`src/rtl/dmem_port_if.sv`:
```
// rtl/dmem_port_if.sv - requester, memory and error signals of the data-memory port arbiter
//
// Groups every non-clock signal of dmem_port_arbiter.
//   p_*      pipeline memory-stage request / completion
//   l_*      program/debug loader request / completion
//   mem_*    single data-memory port (req/ack handshake)
//   err_*    sticky watchdog flag and its clear
// slave  : arbiter view (drives completions, mem request, error flag)
// master : environment view (drives requests, memory response, err_clr)
interface dmem_port_if #(
  parameter int AW = 32,
  parameter int DW = 32
) ();
  logic          p_req;
  logic          p_we;
  logic [AW-1:0] p_addr;
  logic [DW-1:0] p_wdata;
  logic [DW-1:0] p_rdata;
  logic          p_done;
  logic          stall;

  logic          l_req;
  logic          l_we;
  logic [AW-1:0] l_addr;
  logic [DW-1:0] l_wdata;
  logic [DW-1:0] l_rdata;
  logic          l_done;

  logic          mem_req;
  logic          mem_we;
  logic [AW-1:0] mem_addr;
  logic [DW-1:0] mem_wdata;
  logic [DW-1:0] mem_rdata;
  logic          mem_ack;

  logic          err_timeout;
  logic          err_clr;

  modport slave (
    input  p_req, p_we, p_addr, p_wdata,
    output p_rdata, p_done, stall,
    input  l_req, l_we, l_addr, l_wdata,
    output l_rdata, l_done,
    output mem_req, mem_we, mem_addr, mem_wdata,
    input  mem_rdata, mem_ack,
    output err_timeout,
    input  err_clr
  );

  modport master (
    output p_req, p_we, p_addr, p_wdata,
    input  p_rdata, p_done, stall,
    output l_req, l_we, l_addr, l_wdata,
    input  l_rdata, l_done,
    input  mem_req, mem_we, mem_addr, mem_wdata,
    output mem_rdata, mem_ack,
    input  err_timeout,
    output err_clr
  );
endinterface

```
`src/rtl/dmem_port_arbiter.sv`:
```
// rtl/dmem_port_arbiter.sv - shares one data-memory port between pipeline (P) and loader (L)
//
// Ports:
//   clk    rising-edge clock
//   rst_n  asynchronous active-low reset
//   bus    dmem_port_if.slave: p_* / l_* requesters, mem_* port, err_timeout / err_clr
//
// One access at a time: IDLE arbitrates, BUSY_P/BUSY_L hold mem_req with the
// latched request until mem_ack or watchdog expiry, DONE pulses the owner's done.
// P normally wins; L is forced through after MAX_WAIT refusals.
module dmem_port_arbiter #(
  parameter int AW       = 32,
  parameter int DW       = 32,
  parameter int MAX_WAIT = 4,
  parameter int TIMEOUT  = 16
) (
  input  logic       clk,
  input  logic       rst_n,
  dmem_port_if.slave bus
);

  localparam int WAITW = $clog2(MAX_WAIT + 1);
  localparam int WDW   = (TIMEOUT > 0) ? $clog2(TIMEOUT + 1) : 1;
  localparam logic [WAITW-1:0] WAIT_MAX = WAITW'(MAX_WAIT);
  // Watchdog fires in the BUSY cycle whose count (before increment) is TIMEOUT-1,
  // i.e. mem_req has then been high for exactly TIMEOUT cycles.
  localparam logic [WDW-1:0]   WD_LAST  = (TIMEOUT > 0) ? WDW'(TIMEOUT - 1) : '0;

  typedef enum logic [1:0] {IDLE, BUSY_P, BUSY_L, DONE} state_t;

  state_t           state_q;
  logic [WAITW-1:0] wait_cnt_q;
  logic [WDW-1:0]   wd_cnt_q;
  logic             mem_req_q;
  logic             hold_we_q;
  logic [AW-1:0]    hold_addr_q;
  logic [DW-1:0]    hold_wdata_q;
  logic             p_done_q;
  logic             l_done_q;
  logic [DW-1:0]    p_rdata_q;
  logic [DW-1:0]    l_rdata_q;
  logic             err_q;

  logic grant_l;
  logic wd_hit;
  logic [DW-1:0] rdata_d;

  // L wins when alone or when it has been refused MAX_WAIT times.
  assign grant_l = bus.l_req & (~bus.p_req | (wait_cnt_q == WAIT_MAX));
  assign wd_hit  = (TIMEOUT > 0) && (wd_cnt_q == WD_LAST);
  assign rdata_d = hold_we_q ? '0 : bus.mem_rdata;

  always_ff @(posedge clk or negedge rst_n) begin
    if (!rst_n) begin
      state_q      <= IDLE;
      wait_cnt_q   <= '0;
      wd_cnt_q     <= '0;
      mem_req_q    <= 1'b0;
      hold_we_q    <= 1'b0;
      hold_addr_q  <= '0;
      hold_wdata_q <= '0;
      p_done_q     <= 1'b0;
      l_done_q     <= 1'b0;
      p_rdata_q    <= '0;
      l_rdata_q    <= '0;
      err_q        <= 1'b0;
    end else begin
      // Completion outputs are single-cycle; rdata reads as zero outside DONE.
      p_done_q  <= 1'b0;
      l_done_q  <= 1'b0;
      p_rdata_q <= '0;
      l_rdata_q <= '0;
      if (bus.err_clr) begin
        err_q <= 1'b0;
      end

      case (state_q)
        IDLE: begin
          if (grant_l) begin
            state_q      <= BUSY_L;
            mem_req_q    <= 1'b1;
            hold_we_q    <= bus.l_we;
            hold_addr_q  <= bus.l_addr;
            hold_wdata_q <= bus.l_wdata;
            wait_cnt_q   <= '0;
          end else if (bus.p_req) begin
            state_q      <= BUSY_P;
            mem_req_q    <= 1'b1;
            hold_we_q    <= bus.p_we;
            hold_addr_q  <= bus.p_addr;
            hold_wdata_q <= bus.p_wdata;
            if (bus.l_req && wait_cnt_q != WAIT_MAX) begin
              wait_cnt_q <= wait_cnt_q + 1'b1;
            end
          end
        end

        BUSY_P, BUSY_L: begin
          // Ack takes priority over an expiring watchdog in the same cycle.
          if (bus.mem_ack || wd_hit) begin
            state_q   <= DONE;
            mem_req_q <= 1'b0;
            wd_cnt_q  <= '0;
            if (state_q == BUSY_P) begin
              p_done_q  <= 1'b1;
              p_rdata_q <= bus.mem_ack ? rdata_d : '0;
            end else begin
              l_done_q  <= 1'b1;
              l_rdata_q <= bus.mem_ack ? rdata_d : '0;
            end
            if (!bus.mem_ack) begin
              err_q <= 1'b1;
            end
          end else if (TIMEOUT > 0) begin
            wd_cnt_q <= wd_cnt_q + 1'b1;
          end
        end

        default: begin
          state_q <= IDLE;
        end
      endcase
    end
  end

  assign bus.p_done      = p_done_q;
  assign bus.l_done      = l_done_q;
  assign bus.p_rdata     = p_rdata_q;
  assign bus.l_rdata     = l_rdata_q;
  assign bus.stall       = bus.p_req & ~p_done_q;
  assign bus.mem_req     = mem_req_q;
  assign bus.mem_we      = hold_we_q;
  assign bus.mem_addr    = hold_addr_q;
  assign bus.mem_wdata   = hold_wdata_q;
  assign bus.err_timeout = err_q;

endmodule

```
`src/flat_wrapper.sv`:
```
// flat-port wrapper written by rule: the top's interface ports become plain ports
module dmem_port_arbiter_flat 
#(
  parameter int AW       = 32,
  parameter int DW       = 32,
  parameter int MAX_WAIT = 4,
  parameter int TIMEOUT  = 16
)
  (clk, rst_n, bus_p_req, bus_p_we, bus_p_addr, bus_p_wdata, bus_p_rdata, bus_p_done, bus_stall, bus_l_req, bus_l_we, bus_l_addr, bus_l_wdata, bus_l_rdata, bus_l_done, bus_mem_req, bus_mem_we, bus_mem_addr, bus_mem_wdata, bus_mem_rdata, bus_mem_ack, bus_err_timeout, bus_err_clr);
  dmem_port_if #(.AW(AW), .DW(DW)) bus_i ();
  input  logic clk;
  input  logic rst_n;
  input wire logic [$bits(bus_i.p_req)-1:0] bus_p_req;
  input wire logic [$bits(bus_i.p_we)-1:0] bus_p_we;
  input wire logic [$bits(bus_i.p_addr)-1:0] bus_p_addr;
  input wire logic [$bits(bus_i.p_wdata)-1:0] bus_p_wdata;
  output wire logic [$bits(bus_i.p_rdata)-1:0] bus_p_rdata;
  output wire logic [$bits(bus_i.p_done)-1:0] bus_p_done;
  output wire logic [$bits(bus_i.stall)-1:0] bus_stall;
  input wire logic [$bits(bus_i.l_req)-1:0] bus_l_req;
  input wire logic [$bits(bus_i.l_we)-1:0] bus_l_we;
  input wire logic [$bits(bus_i.l_addr)-1:0] bus_l_addr;
  input wire logic [$bits(bus_i.l_wdata)-1:0] bus_l_wdata;
  output wire logic [$bits(bus_i.l_rdata)-1:0] bus_l_rdata;
  output wire logic [$bits(bus_i.l_done)-1:0] bus_l_done;
  output wire logic [$bits(bus_i.mem_req)-1:0] bus_mem_req;
  output wire logic [$bits(bus_i.mem_we)-1:0] bus_mem_we;
  output wire logic [$bits(bus_i.mem_addr)-1:0] bus_mem_addr;
  output wire logic [$bits(bus_i.mem_wdata)-1:0] bus_mem_wdata;
  input wire logic [$bits(bus_i.mem_rdata)-1:0] bus_mem_rdata;
  input wire logic [$bits(bus_i.mem_ack)-1:0] bus_mem_ack;
  output wire logic [$bits(bus_i.err_timeout)-1:0] bus_err_timeout;
  input wire logic [$bits(bus_i.err_clr)-1:0] bus_err_clr;
  assign bus_i.p_req = bus_p_req;
  assign bus_i.p_we = bus_p_we;
  assign bus_i.p_addr = bus_p_addr;
  assign bus_i.p_wdata = bus_p_wdata;
  assign bus_p_rdata = bus_i.p_rdata;
  assign bus_p_done = bus_i.p_done;
  assign bus_stall = bus_i.stall;
  assign bus_i.l_req = bus_l_req;
  assign bus_i.l_we = bus_l_we;
  assign bus_i.l_addr = bus_l_addr;
  assign bus_i.l_wdata = bus_l_wdata;
  assign bus_l_rdata = bus_i.l_rdata;
  assign bus_l_done = bus_i.l_done;
  assign bus_mem_req = bus_i.mem_req;
  assign bus_mem_we = bus_i.mem_we;
  assign bus_mem_addr = bus_i.mem_addr;
  assign bus_mem_wdata = bus_i.mem_wdata;
  assign bus_i.mem_rdata = bus_mem_rdata;
  assign bus_i.mem_ack = bus_mem_ack;
  assign bus_err_timeout = bus_i.err_timeout;
  assign bus_i.err_clr = bus_err_clr;
  dmem_port_arbiter #(.AW(AW), .DW(DW), .MAX_WAIT(MAX_WAIT), .TIMEOUT(TIMEOUT)) u_core (.clk(clk), .rst_n(rst_n), .bus(bus_i));
endmodule
```
`config.mk`:
```
export PLATFORM = sky130hd
export DESIGN_NAME = dmem_port_arbiter_flat
export DESIGN_NICKNAME = d
export VERILOG_FILES = /design/src/rtl/dmem_port_if.sv /design/src/rtl/dmem_port_arbiter.sv /design/src/flat_wrapper.sv
export SDC_FILE = /design/constraint.sdc
export NUM_CORES = 1
export LEC_CHECK = 0
export ABC_CLOCK_PERIOD_IN_PS = 2660
export CAP_MARGIN = 20
export CORE_ASPECT_RATIO = 1.1
export CORE_MARGIN = 4
export CORE_UTILIZATION = 34
export DETAILED_ROUTE_END_ITERATION = 12
export PLACE_DENSITY = 0.77
export REMOVE_ABC_BUFFERS = 1
export SLEW_MARGIN = 20
export SYNTH_ARGS = -nofsm -noshare
export SYNTH_HDL_FRONTEND = slang
export SYNTH_SLANG_ARGS = --single-unit
```
`constraint.sdc`:
```
create_clock -name clk -period 2.66 [get_ports clk]
set_input_delay 0.266 -clock clk [delete_from_list [all_inputs] [get_ports clk]]
set_output_delay 0.266 -clock clk [all_outputs]
set_load 0.01 [all_outputs]
```
==> results.cfg, run 1 <==
[clocking]
clk_latency_ps = 410
cts-root-buf = clkbuf_16
cts_resized = 0
clk_pin_slew_ps = 70
cts_buffer_depth = 2
cts_made_buffers = 17
htreeDepth = 4
cts_setup_buffers = 0
cts.sinks = 143
cts_tree = yes

[power_and_ir_drop]
p_total_mw = 9.831
pwr-share-comb_pct = 42.4
p_sw_mw = 3.567
p_int_mw = 6.264
p_per_area_nw_per_um2 = 969.9
swShare_pct = 36.29
clkPwrFrac_pct = 25.4
ir_worst_vdd_mv = 0.4465
p_leak_nw = 4.607
seqPwrFrac_pct = 32.1

[synth]
yosys.area.top_type = dfrtp_1
synth_top_family_by_area = simple AND/OR/NAND/NOR gates
synthCells = 590
synth_xor_area_share_pct = 0
synthTopCellsByArea = dfrtp_1 (57%), o211ai_2 (9.9%), nand2_1 (8.0%), and3_1 (6.6%), nand4_1 (6.4%)
synthArstFlopShare_pct = 100.0
synth_edf_count = 0
synth-compound-area-share_pct = 14.10
synth_fa_ha_area_share_pct = 1.386
ys_seq_elements = 143
synth.distinct_cells = 37
seq_area_frac_synth_pct = 56.62
synth_warnings = 0
synth_top_area_share_pct = 56.62
synthFlopType = dfrtp_1
syn_area_per_cell_um2 = 10.71
synthMuxAreaShare_pct = 0.3366
syn_area_um2 = 6320
synth-simple-area-share_pct = 22.53

[setup_path]
required_ps = 2960
critPathCaptureType = flop
cp_max_fo = 33
arrival_ps = 2470
cp-start-kind = flop
path_class = reg2reg

[detailed_routing]
via_count = 5705
vias_per_cell = 5.080
drt-initial-drc-count = 183
routed_wl_um = 20980
ant_nets = 0
dr.pass1.iters = 6
wire_per_inst_um = 18.68
drcViolationCount = 0

[global_routing]
grt.overflow.total = 0
track_usage_pct = 19.42
grt_max_degree = 72
antenna_found_initial = 1
grt_first_pass_wirelength_um = 31510
grt_pass1_vias = 5837

[layout]
register_area_um2 = 3578
layout.nets = 1042
fin_area_um2 = 10140
fillCellCount = 1609
area_growth_pct = 60.38
antennaDiodeCount = 0
drive_above_1_share_pct = 12.27
multiInputGateArea_um2 = 2441

[sta]
slew_viol_final = 0
final_hold_viol_count = 0
fin_crit_sh_pct = 81.52
rsz0062_at_grt = false
clock.fmax_mhz = 461.2
relSlewSlack_pct = 28.68
min_period_ps = 2168
whs_ps = 415.2
fin_tns_setup_ps = 0
tightest_slew_ps = 1070
setup_viol_count_final = 0
finalClockSkew_ps = 9.511

[die]
start_util_pct = 34.44
ios = 302
coreArea_um2 = 18350
dieWidth_um = 138.0
die-area_um2 = 20840
core.rowCount = 52
die_h_um = 151.0

[place]
io_buffers = 301
placed_area_um2 = 9508
place_congestion = 0.7868
dp_hpwl_um = 14230

[job]
maxCapViolations = 0

[hold_path]
hold_class = in2async

[status]
outcome = finished clean
[metrics by stage]
step | utilization (%) | worst slack [ps] | cells
5_1_grt | 55.24 | 421.1 | 1123
2_1_floorplan | - | -2208 | 530
3_5_place_dp | 51.82 | 434.6 | 1090
3_3_place_gp | 51.82 | 495.1 | 1090
4_1_cts | 55.24 | 499.4 | 1123
6_report | 55.24 | 491.7 | 1123
[final timing paths]
path	slack, ps	cells after the start	endpoint	start
min in group clk	420	3	u_core.bus.mem_addr[31]	bus_p_addr[31]
min reg2reg	490	2	u_core.bus.mem_addr[17]	u_core.bus.mem_addr[17]
max reg2reg	490	7	u_core.bus.p_rdata[26]	u_core.wd_cnt_q[0]
max	490	7	u_core.bus.p_rdata[26]	u_core.wd_cnt_q[0]
max in group asynchronous	1470	3	u_core.bus.p_rdata[23]	rst_n
min	420	2	u_core.bus.mem_addr[18]	rst_n
[repair_timing]
item / CTS / global route
setup endpoints to repair: 0 / 0
hold endpoints to repair: 63 / 0
hold buffers: 1 / 0
[per-layer routing]
metal	GRT usage [%]	up-vias	share of wire, %
met5	0	-	0.062
met4	6.176	2	2.3
met3	10.47	30	13
met2	30.76	257	46
met1	22.64	2750	38
li1	-	2666	-
[cells in the mapped netlist, types with 2 or more instances]
master	number
dfrtp_1	143
nand2_1	135
and3_1	67
nand4_1	65
o211ai_2	50
clkbuf_1	45
o211ai_1	15
inv_1	8
buf_6	7
ha_1	7
o21ai_0	7
buf_2	6
nor2_1	4
nor2b_1	3
a21o_1	2
a22o_1	2
clkbuf_2	2
nor3_1	2
o22ai_1	2
[layout by cell type, fill, tap and decap left out, types with 2 or more instances in the layout]
master,n
buf_12,2
clkdlybuf4s50_1,299
ha_1,6
bufinv_16,2
inv_1,8
o21ai_0,6
nor2_1,4
o22ai_1,2
and3_1,67
o211ai_1,15
nor3_1,2
buf_4,14
nand2_1,135
a21o_1,2
inv_6,4
clkbuf_16,17
clkinv_4,2
inv_8,5
a22o_1,2
dfrtp_1,143
nor2b_1,2
o211ai_2,50
nand4_1,65
[power groups by stage]
stage          registers (mW)  logic (mW)  clock network (mW)
6_report                 3.16        4.17                2.50
5_1_grt                  3.24        4.55                2.67
4_1_cts                  3.16        4.20                2.57
3_5_place_dp             3.19        4.19                   0
3_3_place_gp             3.18        4.14                   0
2_1_floorplan            3.44        1.73                   0
[layout make-up]
type                            instances  share of cell area, %
Inverter                                8                 0.2963
Clock buffer                           17                  4.197
Sequential cell                       143                  35.30
Clock inverter                         15                  1.901
Timing Repair Buffer                  318                  31.22
Tap cell                              243                  3.000
Multi-Input combinational cell        379                  24.08
[registers in the layout, summed over array words and instances, names as in the netlist]
name	count
u_core.bus.l_rdata	32
u_core.bus.p_rdata	32
u_core.bus.mem_req	1
u_core.bus.err_timeout	1
u_core.wait_cnt_q	3
u_core.bus.mem_addr	32
u_core.bus.l_done	1
u_core.state_q	2
u_core.wd_cnt_q	5
u_core.bus.mem_we	1
u_core.bus.mem_wdata	32
u_core.bus.p_done	1
[worst max-delay path, cell delays in order, from the launching register on]
cell and delay, ps:
dfrtp_1 400, ha_1 220, and3_1 190, ha_1 210
or2_2 360, and3_1 200, buf_4 230, and3_1 220
[logic make-up (layout without fill, tap and decap cells)]
kind of cell | count (synthesis) | count (layout)
mux | 2 | 2
compound gates | 87 | 87
fa+ha+maj | 7 | 7
simple gates | 283 | 283
buf+inv | 68 | 358
flops | 143 | 143
Power figures use the tool's default switching activity.
==> run 2, diff against run 1 <==
--- a/config.mk
+++ b/config.mk
@@ -5,7 +5,7 @@
 export SDC_FILE = /design/constraint.sdc
 export NUM_CORES = 1
 export LEC_CHECK = 0
-export ABC_CLOCK_PERIOD_IN_PS = 2660
+export ABC_CLOCK_PERIOD_IN_PS = 2160
 export CAP_MARGIN = 20
 export CORE_ASPECT_RATIO = 1.1
 export CORE_MARGIN = 4
==> constraint.sdc (replaced) <==
create_clock -name clk -period 2.16 [get_ports clk]
set_input_delay 0.216 -clock clk [delete_from_list [all_inputs] [get_ports clk]]
set_output_delay 0.216 -clock clk [all_outputs]
set_load 0.01 [all_outputs]
==> run 2 against run 1 <==
Cell count grew 0.18%. Die area did not move. Non-clock buffer count grew 1. Global-route usage is 0.21 points higher. Hold slack got worse by 100 ps. Worst setup slack worse by 380 ps. Critical path depth did not move. Power is 21% higher. Utilization increased by 0.061 points. Final area increased by 0.11%. Clock power increased by 10%.
==> results.cfg, run 2 (synthesis gave the netlist of run 1 again) <==
[status]
outcome = finished clean

[clocking]
cts_made_buffers = 17
clk_pin_slew_ps = 60
cts.sinks = 143
htreeDepth = 4
clk_latency_ps = 410
cts-root-buf = clkbuf_16
cts_buffer_depth = 2
cts_tree = yes

[detailed_routing]
drcViolationCount = 0
vias_per_cell = 5.082
dr.pass1.iters = 4
drt-initial-drc-count = 265
wire_per_inst_um = 18.50
via_count = 5717
ant_nets = 0
routed_wl_um = 20810

[die]
die-area_um2 = 20840
die_h_um = 151.0
start_util_pct = 34.44
ios = 302
core.rowCount = 52
coreArea_um2 = 18350
dieWidth_um = 138.0

[setup_path]
r2r_slack_ps = 110
cp-start-kind = flop
critPathCaptureType = flop
r2r_start = u_core.wd_cnt_q[0]
crit_top_cell = and3_1
cp-startpoint = u_core.wd_cnt_q[0]
cpPeakStageDelay_ps = 400
arrival_ps = 2350
worstRegToRegCells = 7
crit_end = u_core.bus.p_rdata[29]
crit_chain = ha_1, and3_1, ha_1, or2_4, and3_1, buf_12, and3_1
cp_max_fo = 33
critPathSlowestCell = dfrtp_1
worst_r2r_endpoint = u_core.bus.p_rdata[29]
required_ps = 2460
path_class = reg2reg

[hold_path]
hold_class = in2async

[place]
place_congestion = 0.7697
dp_hpwl_um = 14540
placed_area_um2 = 9578
io_buffers = 301
place_inst = 1091
pre_cts_ws_ps = -19.50

[sta]
fin_crit_sh_pct = 94.69
finalWorstSetupSlack_ps = 114.8
final_hold_viol_count = 0
relSlewSlack_pct = 29.51
setup_viol_count_final = 0
finalClockSkew_ps = 7.240
clock.fmax_mhz = 488.9
rsz0062_at_grt = false
slew_viol_final = 0
min_period_ps = 2045
tightest_slew_ps = 1057

[layout]
final_common_cell = clkdlybuf4s50_1
final_cell_mix = clkdlybuf4s50_1 (299), dfrtp_1 (143), nand2_1 (135)
fin_area_um2 = 10150
drive_above_1_share_pct = 12.15
fin_cells = 1125
area_growth_pct = 60.56
post-route-util_pct = 55.31
layout.nets = 1043

[power_and_ir_drop]
p_per_area_nw_per_um2 = 1171
p_leak_nw = 4.594
p_total_mw = 11.88
ir_worst_vdd_mv = 0.7146

[global_routing]
grt_max_degree = 66
grt_pass1_vias = 6017
grt_first_pass_wirelength_um = 31780
top_usage_layer = met2
track_usage_pct = 19.64
gr-usage-met3_pct = 9.967
antenna_found_initial = 1
use_met1_pct = 22.41
grt.overflow.total = 0
use_met2_pct = 32.54

[job]
maxCapViolations = 0
==> run 2: changes by cell type in the layout (fill, tap and decap cells not counted), moves of 3 or more <==
cell	delta
inv_8	-5
clkbuf_8	+3
buf_4	-4
buf_12	+5
==> run 2: through the flow <==
step                hold WS, ps  TNS, ps
global route              335.6        0
finish                    314.1        0
floorplan                -79.59  -177080
detailed placement        190.8   -50.45
global placement          192.0        0
CTS                       309.2        0
==> run 2: worst min-delay path by stage <==
stage / from / cells past startpoint / end / slack, ps
CTS: rst_n / 2 / u_core.bus.mem_addr[29] / 310
global placement: rst_n / 1 / u_core.bus.mem_addr[2] / 190
floorplan: rst_n / 0 / u_core.bus.err_timeout / -80
global route: bus_l_req / 4 / u_core.wait_cnt_q[1] / 340
detailed placement: rst_n / 1 / u_core.bus.mem_addr[29] / 190
finish: rst_n / 2 / u_core.bus.mem_addr[29] / 310
==> run 2: area by class of cell <==
cell class                      instances  area, um^2
Fill cell                            1601        8200
Sequential cell                       143        3578
Timing Repair Buffer                  319        3234
Multi-Input combinational cell        379        2444
Clock buffer                           22       474.2
Tap cell                              243       304.0
Clock inverter                         10       80.08
Inverter                                8       30.03
Antenna cell                            1       2.502
==> run 2: per-layer routing <==
layer	wire (um)	up-vias
met5	13	-
met1	7691	2769
met3	2839	17
met2	10010	263
met4	263	2
li1	-	2666
==> run 2: critical path: cells and delay by family (launching register included) <==
kind                       cells  cell delay, ps
buffers and inverters          1             170
DFF                            1             400
and+or+nand+nor                4             890
adders and majority gates      2             450
==> run 2: what timing repair did <==
item                                   CTS  global route
resized for setup                        0             1
setup endpoints to repair                0            32
buffers inserted                         0             0
hold buffers                             1             0
endpoints found under the hold margin   42             0
==> run 2: power breakdown <==
group          internal (mW)  total (mW)  switching [mW]
Sequential              3.47        3.89           0.417
Combinational           2.57        5.23            2.66
Clock                   1.58        2.76            1.18
==> run 3, diff against run 2 <==
--- a/config.mk
+++ b/config.mk
@@ -13,7 +13,8 @@
 export DETAILED_ROUTE_END_ITERATION = 12
 export PLACE_DENSITY = 0.77
 export REMOVE_ABC_BUFFERS = 1
-export SLEW_MARGIN = 20
+export SKIP_CTS_REPAIR_TIMING = 1
+export SLEW_MARGIN = 30
 export SYNTH_ARGS = -nofsm -noshare
 export SYNTH_HDL_FRONTEND = slang
 export SYNTH_SLANG_ARGS = --single-unit
==> run 3 against run 2 <==
Routed wire length about the same. Cell count is essentially flat. Register-to-register slack about the same. First-iteration DRC count decreased by 15%. Critical path depth stayed put. Combinational power barely moved. Via count is 0.66% higher. Final area up 0.36%. Worst setup slack gained 3.2 ps.
==> results.cfg, run 3 (synthesis gave the netlist of run 1 again) <==
[setup_path]
r2r_slack_ps = 120
cp-start-kind = flop
cp_max_fo = 33
required_ps = 2460
path_class = reg2reg
critPathCaptureType = flop
arrival_ps = 2340

[global_routing]
grt_max_degree = 65
antenna_found_initial = 1
grt_pass1_vias = 5970
track_usage_pct = 19.66
grt_first_pass_wirelength_um = 31700
grt.overflow.total = 0

[clocking]
cts_buffer_depth = 2
clk_latency_ps = 410
clk_pin_slew_ps = 60
cts-root-buf = clkbuf_16
htreeDepth = 4
cts.sinks = 143
cts_made_buffers = 17
cts_tree = yes

[detailed_routing]
drt-initial-drc-count = 224
ant_nets = 0
top_layer = met5
route.met2.wl_um = 9921
via_count = 5755
wl_met1_um = 7875
routed_wl_um = 20830
vias_per_cell = 5.111
wire_per_inst_um = 18.50
dr_wl_met3_um = 2688
dr.pass1.iters = 4
drcViolationCount = 0

[sta]
fin_crit_sh_pct = 94.54
clock.fmax_mhz = 489.7
setup_viol_count_final = 0
tightest_slew_ps = 663.3
min_period_ps = 2042
rsz0062_at_grt = false
slew_viol_final = 0
relSlewSlack_pct = 55.78
finalClockSkew_ps = 9.759
final_hold_viol_count = 0

[power_and_ir_drop]
p_leak_nw = 4.627
clkPwrFrac_pct = 23.8
seqPwrFrac_pct = 32.5
swShare_pct = 35.81
p_per_area_nw_per_um2 = 1176
pwr-share-comb_pct = 43.7
ir_worst_vdd_mv = 0.6825
p_sw_mw = 4.290
p_int_mw = 7.689

[place]
place_inst = 1092
dp_hpwl_um = 14620
place_congestion = 0.7697
io_buffers = 301

[layout]
final_cell_mix = clkdlybuf4s50_1 (299), dfrtp_1 (143), nand2_1 (135)
final_common_cell = clkdlybuf4s50_1
fillCellCount = 1575
area_growth_pct = 61.14
post-route-util_pct = 55.50
fin_cells = 1126
drive_above_1_share_pct = 12.47
layout.nets = 1044

[die]
ios = 302
dieWidth_um = 138.0
die_h_um = 151.0
core.rowCount = 52
die-area_um2 = 20840
start_util_pct = 34.44
coreArea_um2 = 18350

[status]
outcome = finished clean

[job]
maxCapViolations = 0

[hold_path]
hold_class = in2async
==> run 3: worst max-delay path, cell delays in order, from the launching register on <==
cell     delay (ps)
dfrtp_1         400
ha_1            230
and3_1          200
ha_1            220
or2_4           290
and3_1          210
buf_12          170
and3_1          190
==> run 3: path summary, 6_finish.rpt <==
path / from / end / cells after the start
min in group clk: bus_l_req / u_core.wait_cnt_q[1] / 4
max in group asynchronous: rst_n / u_core.bus.p_rdata[16] / 3
worst min register to register: u_core.bus.mem_addr[21] / u_core.bus.mem_addr[21] / 2
worst max-delay path: u_core.wd_cnt_q[0] / u_core.bus.p_rdata[29] / 7
worst max register to register: u_core.wd_cnt_q[0] / u_core.bus.p_rdata[29] / 7
worst min-delay path: rst_n / u_core.bus.mem_addr[29] / 2
==> run 3: power by group through the flow <==
| stage | clock network (mW) | logic, mW | registers [mW] |
|---|---|---|---|
| finish | 2.86 | 5.24 | 3.89 |
| global route | 3.05 | 5.72 | 3.98 |
| CTS | 2.93 | 5.31 | 3.90 |
| detailed placement | 0 | 5.30 | 3.93 |
| global placement | 0 | 5.20 | 3.92 |
| floorplan | 0 | 2.13 | 4.24 |
==> run 3: layout make-up <==
class,count,area [um^2],area share [%]
Sequential cell,143,3578,35.14
Timing Repair Buffer,320,3254,31.96
Multi-Input combinational cell,379,2444,24.00
Clock buffer,18,439.2,4.313
Tap cell,243,304.0,2.986
Clock inverter,14,131.4,1.290
Inverter,8,30.03,0.2949
Antenna cell,1,2.502,0.02457
==> run 3: metrics by stage <==
stage / worst slack [ps] / TNS [ps] / power, mW / hold slack, ps / instance area [um^2]
global route: 17.33 / 0 / 12.75 / 338.5 / 10180
CTS: 32.41 / 0 / 12.14 / -263.3 / 10170
finish: 118.0 / 0 / 11.98 / 320.0 / 10180
detailed placement: 37.18 / 0 / 9.231 / 192.2 / 9598
floorplan: -2708 / -177080 / 6.366 / -79.59 / 6032
global placement: 45.72 / 0 / 9.116 / 192.0 / 9578
==> run 3: routing by layer <==
layer / vias to the layer above / global-route usage, %
met5: - / 0
met4: 2 / 6.324
met3: 27 / 9.668
met2: 251 / 32.35
met1: 2807 / 22.43
li1: 2668 / -
